`config.mk`:
```
export PLATFORM = sky130hd
export DESIGN_NAME = axi_channel_arbiter
export DESIGN_NICKNAME = d
export VERILOG_FILES = /design/src/rtl/axi_arb_pkg.sv /design/src/rtl/axi_arb_out_slice.sv /design/src/rtl/axi_channel_arbiter.sv
export SDC_FILE = /design/constraint.sdc
export NUM_CORES = 1
export LEC_CHECK = 0
export CAP_MARGIN = 20
export CORE_AREA = 4 4 163 165
export DETAILED_ROUTE_END_ITERATION = 8
export DIE_AREA = 0 0 167 169
export PLACE_DENSITY_LB_ADDON = 0.08
export RECOVER_POWER = 50
export REMOVE_ABC_BUFFERS = 1
export SYNTH_ARGS = -nofsm -noshare
export SYNTH_HDL_FRONTEND = slang
export SYNTH_SLANG_ARGS = --single-unit
```
`constraint.sdc`:
```
create_clock -name aclk -period 11.9 [get_ports aclk]
set_clock_uncertainty 0.2 [all_clocks]
set_input_delay 2.38 -clock aclk [delete_from_list [all_inputs] [get_ports aclk]]
set_output_delay 2.38 -clock aclk [all_outputs]
set_load 0.05 [all_outputs]
```
`src/rtl/axi_arb_pkg.sv`:
```
// Shared types and helpers for the AXI channel arbiter.
// The optional packet statistics are built only when AXI_ARB_STATS_EN is defined.
package axi_arb_pkg;

  typedef enum logic {
    ARB  = 1'b0,
    LOCK = 1'b1
  } arb_state_e;

  localparam int STAT_W  = 32;
  localparam int MAX_SRC = 16;

  // First set bit of req at or after ptr, wrapping modulo num (num <= MAX_SRC).
  // Both ptr and the loop offset are below num, so one subtraction does the wrap.
  function automatic logic [3:0] rr_pick(input logic [MAX_SRC-1:0] req,
                                         input logic [3:0]         ptr,
                                         input int                 num);
    logic [3:0] pick;
    logic       found;
    logic [4:0] idx;
    pick  = '0;
    found = 1'b0;
    for (int i = 0; i < MAX_SRC; i++) begin
      idx = {1'b0, ptr} + 5'(i);
      if (idx >= 5'(num)) idx = idx - 5'(num);
      if (!found && (i < num) && req[idx[3:0]]) begin
        pick  = idx[3:0];
        found = 1'b1;
      end
    end
    return pick;
  endfunction

endpackage

```
`src/rtl/axi_arb_out_slice.sv`:
```
// Two-entry ping-pong output register slice.
// Pointers carry one wrap bit so full/empty are told apart without a counter.
// The input side stays closed for the first cycle after reset (en_q).
module axi_arb_out_slice #(
  parameter int W = 82
) (
  input  logic         aclk,
  input  logic         areset,
  input  logic         in_valid,
  input  logic [W-1:0] in_data,
  output logic         in_ready,
  output logic         out_valid,
  output logic [W-1:0] out_data,
  input  logic         out_ready
);

  logic         en_q;
  logic [1:0]   wptr_q;
  logic [1:0]   rptr_q;
  logic [W-1:0] mem_q [2];
  logic         full;
  logic         empty;
  logic         push;
  logic         pop;

  // Occupancy flags and handshake qualifiers; a full slice may still accept
  // when the head is leaving in the same cycle.
  always_comb begin
    full      = (wptr_q[1] != rptr_q[1]) && (wptr_q[0] == rptr_q[0]);
    empty     = (wptr_q == rptr_q);
    out_valid = !empty;
    out_data  = mem_q[rptr_q[0]];
    in_ready  = en_q && (!full || out_ready);
    push      = in_valid && in_ready;
    pop       = out_valid && out_ready;
  end

  // Enable opens one cycle after reset release.
  always_ff @(posedge aclk or posedge areset) begin
    if (areset) en_q <= 1'b0;
    else        en_q <= 1'b1;
  end

  // Read/write pointers advance on pop/push.
  always_ff @(posedge aclk or posedge areset) begin
    if (areset) begin
      wptr_q <= '0;
      rptr_q <= '0;
    end else begin
      if (push) wptr_q <= wptr_q + 2'd1;
      if (pop)  rptr_q <= rptr_q + 2'd1;
    end
  end

  // Storage is cleared on reset so the output payload reads zero.
  always_ff @(posedge aclk or posedge areset) begin
    if (areset) begin
      mem_q[0] <= '0;
      mem_q[1] <= '0;
    end else if (push) begin
      mem_q[wptr_q[0]] <= in_data;
    end
  end

endmodule

```
`src/rtl/axi_channel_arbiter.sv`:
```
// N:1 round-robin arbiter with packet locking and a 2-entry output slice.
// Optional per-source packet counters: define AXI_ARB_STATS_EN.
//
// Handshake: a beat moves on any channel in a cycle where valid and ready are
// both high. Valid never waits for ready; ready is only raised to the one
// granted source while it is actually requesting, and only when the slice
// can take the beat.
module axi_channel_arbiter
  import axi_arb_pkg::*;
#(
  parameter int NUM_SRC     = 4,
  parameter int PAYLD_WIDTH = 82,
  parameter int LAST_BIT    = 81
) (
  input  logic                             aclk,
  input  logic                             areset,
  input  logic [NUM_SRC-1:0]               valid_src,
  input  logic [NUM_SRC*PAYLD_WIDTH-1:0]   payload_src,
  output logic [NUM_SRC-1:0]               ready_src,
  output logic                             valid_dst,
  output logic [PAYLD_WIDTH-1:0]           payload_dst,
  input  logic                             ready_dst,
  output logic [$clog2(NUM_SRC)-1:0]       grant_id,
  output logic                             busy,
`ifdef AXI_ARB_STATS_EN
  input  logic                             stat_clr,
  output logic [NUM_SRC*STAT_W-1:0]        stat_pkt_cnt,
`endif
  output logic                             state_dbg,
  output logic [$clog2(NUM_SRC)-1:0]       rr_ptr_dbg
);

  localparam int ID_W = $clog2(NUM_SRC);

  arb_state_e             state_q, state_d;
  logic [ID_W-1:0]        rr_ptr_q, rr_ptr_d;
  logic [ID_W-1:0]        lock_id_q, lock_id_d;
  logic [ID_W-1:0]        grant_id_q;
  logic [ID_W-1:0]        pick;
  logic [ID_W-1:0]        next_id;
  logic [NUM_SRC-1:0]     grant_onehot;
  logic                   any_req;
  logic                   slice_ready;
  logic                   slice_en;
  logic                   accept;
  logic [PAYLD_WIDTH-1:0] sel_payload;
  logic                   sel_last;

  // State, priority pointer, lock owner and last grant registers.
  always_ff @(posedge aclk or posedge areset) begin
    if (areset) begin
      state_q    <= ARB;
      rr_ptr_q   <= '0;
      lock_id_q  <= '0;
      grant_id_q <= '0;
    end else begin
      state_q    <= state_d;
      rr_ptr_q   <= rr_ptr_d;
      lock_id_q  <= lock_id_d;
      grant_id_q <= grant_id;
    end
  end

  // Grant selection: locked owner in LOCK, round-robin pick in ARB, otherwise
  // hold the previous id. Nothing is granted until the slice is enabled.
  always_comb begin
    any_req      = |valid_src;
    pick         = ID_W'(rr_pick(MAX_SRC'(valid_src), 4'(rr_ptr_q), NUM_SRC));
    grant_id     = grant_id_q;
    grant_onehot = '0;
    busy         = (state_q == LOCK);
    if (slice_en) begin
      if (state_q == LOCK) begin
        grant_id               = lock_id_q;
        grant_onehot[lock_id_q] = 1'b1;
      end else if (any_req) begin
        grant_id           = pick;
        grant_onehot[pick] = 1'b1;
      end
    end
    ready_src   = grant_onehot & valid_src & {NUM_SRC{slice_ready}};
    accept      = |ready_src;
    sel_payload = payload_src[int'(grant_id)*PAYLD_WIDTH +: PAYLD_WIDTH];
    sel_last    = sel_payload[LAST_BIT];
    next_id     = (grant_id == ID_W'(NUM_SRC - 1)) ? '0 : grant_id + ID_W'(1);
  end

  // Next state: a non-last beat locks the winner; a last beat releases and
  // moves priority to the source after the winner.
  always_comb begin
    state_d   = state_q;
    rr_ptr_d  = rr_ptr_q;
    lock_id_d = lock_id_q;
    if (accept) begin
      if (sel_last) begin
        state_d  = ARB;
        rr_ptr_d = next_id;
      end else begin
        state_d   = LOCK;
        lock_id_d = grant_id;
      end
    end
  end

  // Debug view of the FSM for checkers.
  always_comb begin
    state_dbg  = state_q;
    rr_ptr_dbg = rr_ptr_q;
  end

  axi_arb_out_slice #(
    .W (PAYLD_WIDTH)
  ) u_slice (
    .aclk      (aclk),
    .areset    (areset),
    .in_valid  (accept),
    .in_data   (sel_payload),
    .in_ready  (slice_ready),
    .out_valid (valid_dst),
    .out_data  (payload_dst),
    .out_ready (ready_dst)
  );

  // Slice enable mirrors the slice's own post-reset gate: any ready at all
  // means the slice is open, and a closed slice reports not-ready even when empty.
  always_comb begin
    slice_en = slice_ready || valid_dst;
  end

`ifdef AXI_ARB_STATS_EN
  logic [STAT_W-1:0] stat_cnt_q [NUM_SRC];

  // Per-source packet counters: clear has priority, increments saturate.
  always_ff @(posedge aclk or posedge areset) begin
    if (areset) begin
      for (int i = 0; i < NUM_SRC; i++) stat_cnt_q[i] <= '0;
    end else begin
      for (int i = 0; i < NUM_SRC; i++) begin
        if (stat_clr)
          stat_cnt_q[i] <= '0;
        else if (ready_src[i] && sel_last && (stat_cnt_q[i] != {STAT_W{1'b1}}))
          stat_cnt_q[i] <= stat_cnt_q[i] + STAT_W'(1);
      end
    end
  end

  for (genvar g = 0; g < NUM_SRC; g++) begin : g_stat
    assign stat_pkt_cnt[g*STAT_W +: STAT_W] = stat_cnt_q[g];
  end
`endif

endmodule
```
==> summary.md, run 1 <==
| Metric | Value |
|---|---|
| Critical Path AT | between 5 and 6 ns |
| Worst slew pin tran | 4.12 ns |
| Grt met2 use | a little under two fifths |
| Synth top cells by count | nand2_1 (417), dfrtp_1 (176), o21ai_1 (102), mux2_2 (89), a21oi_1 (81) |
| Post_cts resized | 0 |
| Clock-pin slew on the worst setup and hold paths | roughly 0.060 ns |
| Vias in the first global route | about 9,600 |
| Critical-path maximum fanout | 36 |
| IO Count | 428 |
| First-pass GRT wire length | ~51,000 um |
| Routability cong. | approximately 0.84 |
| Post-CTS Hold Buffers | 0 |
| Met1 GRT Util | a little over a quarter |
| Seq cells post-synth | 176 |
| Final Hold Viols | 0 |
| Total die area | between 0.02 and 0.03 mm2 |
| Final Cycle Share | a little over two thirds |
| Top cell type's share of synthesized area | about 43% |
| Via count | between 9,000 and 10,000 |
| Vias/cell | roughly 5.2 |
| Reg2Reg Setup Slack | between 6 and 7 ns |
| Number of fill cells | roughly 2,300 |
| Top_reg_cell synth | dfrtp_1 |
| Pre-CTS setup slack | 3.64 ns |
| Ant. Diodes | 0 |
| Top Usage Layer GRT | met2 |
| Critical path capture point type | primary output |
| RSZ-0062 raised after global routing | false |
| Post-synthesis cell type count | 57 |
| Initial antenna violation count | 1 |
| Largest net degree at the start of global routing | approximately 100 |
| Mean Syn Cell Area | 8.54 um2 |
| Final worst slack | 3.62 ns |
| WL final | between 30,000 and 40,000 um |
| Clock root buffer | clkbuf_16 |
| Total track usage | between 20% and 30% |
| Area grow syn2layout | 46.8% |
| Synth area leaders | dfrtp_1 (43%), nand2_1 (15%), mux2_2 (9.7%) |
| Setup total negative slack | 0 ns |
| Register-to-Register Path Depth | 10 |
| Post-layout min period | 8.28 ns |
| Hold Path Class | register to register |
| Fmax | approximately 120 MHz |
| Buffers on Ports | approximately 430 |
| Placed Cells incl. Taps | approximately 1,900 |
| Yosys warnings | 0 |
| Starting Density | 41.3% |
| Fraction of registers with async set/reset | 100% |
| GRT overflow | 0 |
| Die Ht | roughly 170 um |
| Initial drt markers | between 500 and 600 |
| Share of cells above drive strength 1 | a little under a tenth |
| CTS tree | done |
| Clock sink total | 176 |
| Routed Antenna Nets | 0 |
| Cell count after synthesis | between 1,000 and 1,500 |
| Nets@finish | 1,902 |
| Number of flops mapped to enable cells by yosys | 0 |
| Clock tree buffer depth | 2 |
| Synthesized area | about 0.010 mm2 |
| Worst hold stages | 2 |
| Crit path required time | 9.32 ns |
| Max-slew violation count | 139 |
| CP startpoint kind | input pin |
| Setup violations, final | 0 |
| 1st-pass router iterations | 7 |
| CTS H-tree lvls | 4 |
| Dpl hpwl | approximately 24,000 um |
| Max_cap viols | 2 |
| DRC | 0 |
| Synth area leader | dfrtp_1 |
| Failing checks | capacitance limit, slew limit |
| Outcome | complete, but fails checks |
| Cell Count, Final, Fillers Out | 1,906 |
| Most common cell in the netlist | nand2_1 |
| Rows | a little under 60 |
| Setup CP Type | input pin to primary output |
| Die Wd | ~170 um |
| Sequential area share after synthesis | a little over two fifths |
| # Post-CTS Setup Buffers | 0 |
| Core area | around 0.025 mm2 |
| GRT met3 Usage | under 10% |
| Clock latency on the worst-skew pair | between 0.4 and 0.5 ns |
| Total CTS buffers | 17 |
| Rel. slew slack | -176% |
| Routed len/inst | 17.1 um |
metal layers:
metal	up-vias	part of all wire [%]
met4	2	1.7
li1	4961	-
met5	-	0.025
met3	34	6.8
met1	4639	41
met2	309	50
state kept, by name (all words and copies together), names as in the netlist:
name	count
u_slice.wptr_q	2
u_slice.en_q	1
lock_id_q	2
grant_id_q	2
rr_ptr_dbg	2
busy	1
u_slice.rptr_q	2
u_slice.mem_q	164
cell type report:
class / instances / area [um2] / share of cell area [%]
clock inverters: 14 / 164 / 1.08
multi-input cells: 917 / 5320 / 35.0
repair buffers: 440 / 4390 / 28.9
inverters: 11 / 47.5 / 0.313
clock buffers: 18 / 439 / 2.89
well taps: 330 / 413 / 2.72
flip-flops and latches: 176 / 4400 / 29.0
cell usage in the layout (no fill, tap or decap), types with 17 or more instances in the layout:
cell type	count
o21ai_0	66
dfrtp_1	176
nand2_1	417
clkbuf_16	17
a21oi_1	81
mux2_2	89
dlygate4sd3_1	44
o21ai_1	102
clkdlybuf4s50_1	383
a32o_1	80
per-stage QoR:
stage / cell area, um2 / util, % / hold slack, ns
after detailed placement: 14600 / 58.1 / 0.264
after CTS: 15200 / 60.5 / 0.281
after floorplan: 9750 / - / 0.244
after global placement: 14600 / 58.1 / 0.255
final: 15200 / 60.6 / 0.275
after global routing: 15200 / 60.6 / 0.295
cells by family after synthesis:
| family | after synthesis | share of synthesized area, % |
|---|---|---|
| buffers and inverters | 117 | 6.04 |
| and+or+nand+nor | 448 | 16.9 |
| muxes | 100 | 10.9 |
| adders and majority gates | 4 | 0.484 |
| DFF | 176 | 42.6 |
| other | 1 | 0.0363 |
| AOI/OAI and AO/OA | 355 | 22.2 |
| xor gates and xnor gates | 9 | 0.763 |
final timing paths:
kind | start | end
min in group asynchronous | areset | u_slice.mem_q[113]
max in group asynchronous | areset | u_slice.mem_q[96]
hold reg to reg | u_slice.mem_q[58] | u_slice.mem_q[58]
hold / removal | u_slice.mem_q[58] | u_slice.mem_q[58]
setup / recovery | valid_src[3] | grant_id[0]
setup reg to reg | u_slice.rptr_q[0] | u_slice.mem_q[14]
worst max-delay path: stages:
cell	delay, ns
clkdlybuf4s50_1	0.64
mux2i_1	0.13
or3b_2	0.49
a31oi_2	0.31
a41oi_1	0.23
or2_4	0.32
inv_4	0.28
clkdlybuf4s50_1	0.88
Power of run 1 is left out: the tool's default activity adds up to more than one toggle a clock period on the data nets, which glitch-free logic cannot reach.
==> run 2: changes to the inputs <==
--- a/config.mk
+++ b/config.mk
@@ -6,9 +6,9 @@
 export NUM_CORES = 1
 export LEC_CHECK = 0
 export CAP_MARGIN = 20
-export CORE_AREA = 4 4 163 165
+export CORE_AREA = 4 4 166 168
 export DETAILED_ROUTE_END_ITERATION = 8
-export DIE_AREA = 0 0 167 169
+export DIE_AREA = 0 0 170 172
 export PLACE_DENSITY_LB_ADDON = 0.08
 export RECOVER_POWER = 50
 export REMOVE_ABC_BUFFERS = 1
==> constraint.sdc (replaced) <==
create_clock -name aclk -period 6.68 [get_ports aclk]
set_clock_uncertainty 0.2 [all_clocks]
set_input_delay 1.336 -clock aclk [delete_from_list [all_inputs] [get_ports aclk]]
set_output_delay 1.336 -clock aclk [all_outputs]
set_load 0.05 [all_outputs]
==> summary.md, run 2 (synthesis gave the netlist of run 1 again) <==
| Metric | Value |
|---|---|
| Outcome | complete, but fails checks |
| Failing checks | capacitance limit, slew limit |
| Total CTS buffers | 17 |
| Post-layout min period | ~6 ns |
| Max_cap viols | 3 |
| GRT overflow | 0 |
| Rows | roughly 60 |
| Critical path capture point type | primary output |
| Largest net degree at the start of global routing | 165 |
| Vias in the first global route | 9,495 |
| Clock-pin slew on the worst setup and hold paths | roughly 0.060 ns |
| Starting Density | about 40% |
| Final Cycle Share | between 90% and 100% |
| Flip-flop count of the largest register after layout | 164 |
| CTS tree | done |
| Routed len/inst | 16.6 um |
| # Post-CTS Setup Buffers | 0 |
| Core area | between 0.02 and 0.03 mm2 |
| Die Ht | ~170 um |
| RSZ-0062 raised after global routing | false |
| Worst hold stages | 2 |
| Total track usage | a little over a fifth |
| Buffers on Ports | approximately 430 |
| Fmax | ~170 MHz |
| CP startpoint kind | input pin |
| Met1 GRT Util | between 20 and 30% |
| CTS H-tree lvls | 4 |
| Setup CP Type | input pin to primary output |
| DRC | 0 |
| Initial drt markers | 627 |
| Final Hold Viols | 0 |
| First-pass GRT wire length | about 50,000 um |
| Clock root buffer | clkbuf_16 |
| Setup total negative slack | 0 ns |
| Area grow syn2layout | 46.9% |
| Post-CTS Hold Buffers | 0 |
| Top Usage Layer GRT | met2 |
| GRT met3 Usage | just under 6% |
| Most frequent cells in the layout | nand2_1 (417), clkdlybuf4s50_1 (384), dfrtp_1 (176), o21ai_1 (102), mux2_2 (89) |
| Clock sink total | around 180 |
| Vias/cell | 5.15 |
| Register-to-Register Path Depth | 12 |
| Crit path required time | just over 5 ns |
| Number of fill cells | between 2,000 and 2,500 |
| Dpl hpwl | about 23,000 um |
| Worst slew pin tran | roughly 3.6 ns |
| Commonest non-fill, non-tap cell in the layout | nand2_1 |
| Via count | slightly below 10,000 |
| WL final | between 30,000 and 40,000 um |
| Critical Path AT | between 4 and 5 ns |
| Nets@finish | roughly 1,900 |
| Ant. Diodes | 0 |
| Routability cong. | between 0.9 and 1 |
| Clock latency on the worst-skew pair | 0.42 ns |
| 1st-pass router iterations | 6 |
| Max-slew violation count | between 200 and 300 |
| Critical-path maximum fanout | 9 |
| Total die area | just under 0.03 mm2 |
| IO Count | between 400 and 500 |
| Rel. slew slack | -142% |
| Share of cells above drive strength 1 | roughly a tenth |
| Most flops, register | u_slice.mem_q |
| Post_cts resized | 0 |
| Setup violations, final | 0 |
| Hold Path Class | register to register |
| Routed Antenna Nets | 0 |
| Grt met2 use | a little over a third |
| Clock tree buffer depth | 2 |
| Initial antenna violation count | 0 |
| Die Wd | 170 um |
## run 2: area by class of cell
type | count | area, um2 | area share, %
repair buffers | 442 | 4460 | 29.4
flip-flops and latches | 176 | 4400 | 29.0
inverters | 11 | 47.5 | 0.313
well taps | 335 | 419 | 2.76
clock buffers | 19 | 433 | 2.85
clock inverters | 13 | 123 | 0.808
multi-input cells | 917 | 5300 | 34.9
## run 2: critical path, cell delays in order
cell and delay (ns):
clkdlybuf4s50_1 0.62, mux2i_1 0.14, or3b_2 0.51, a211o_1 0.37, and3_1 0.27, o31ai_4 0.38, clkdlybuf4s50_1 0.88
## run 2: path summary, 6_finish.rpt
| path | startpoint | to | slack [ns] |
|---|---|---|---|
| max | valid_src[2] | ready_src[0] | 0.64 |
| min | u_slice.mem_q[29] | u_slice.mem_q[29] | 0.28 |
| max reg2reg | rr_ptr_dbg[0] | lock_id_q[0] | 1.34 |
| min reg2reg | u_slice.mem_q[29] | u_slice.mem_q[29] | 0.28 |
| max in group asynchronous | areset | u_slice.mem_q[139] | 1.63 |
| min in group asynchronous | areset | u_slice.mem_q[160] | 2.25 |
## run 2: through the flow
step	cell area (um2)	hold slack [ns]	cells	setup slack (ns)	utilization, %
global route	15200	0.287	1913	0.513	58.6
CTS	15200	0.280	1912	0.606	58.7
finish	15200	0.275	1913	0.637	58.6
detailed placement	14700	0.265	1880	0.595	56.6
global placement	14700	0.255	1880	0.653	56.6
floorplan	9750	0.244	1104	-2.71	-
## run 2: routing by layer
metal  up-vias  wire, um
li1       4965         -
met1      4556     12800
met2       275     15800
met3        53      2260
met4         0       886
met5         -         0
Power of run 2 is left out for the same reason.
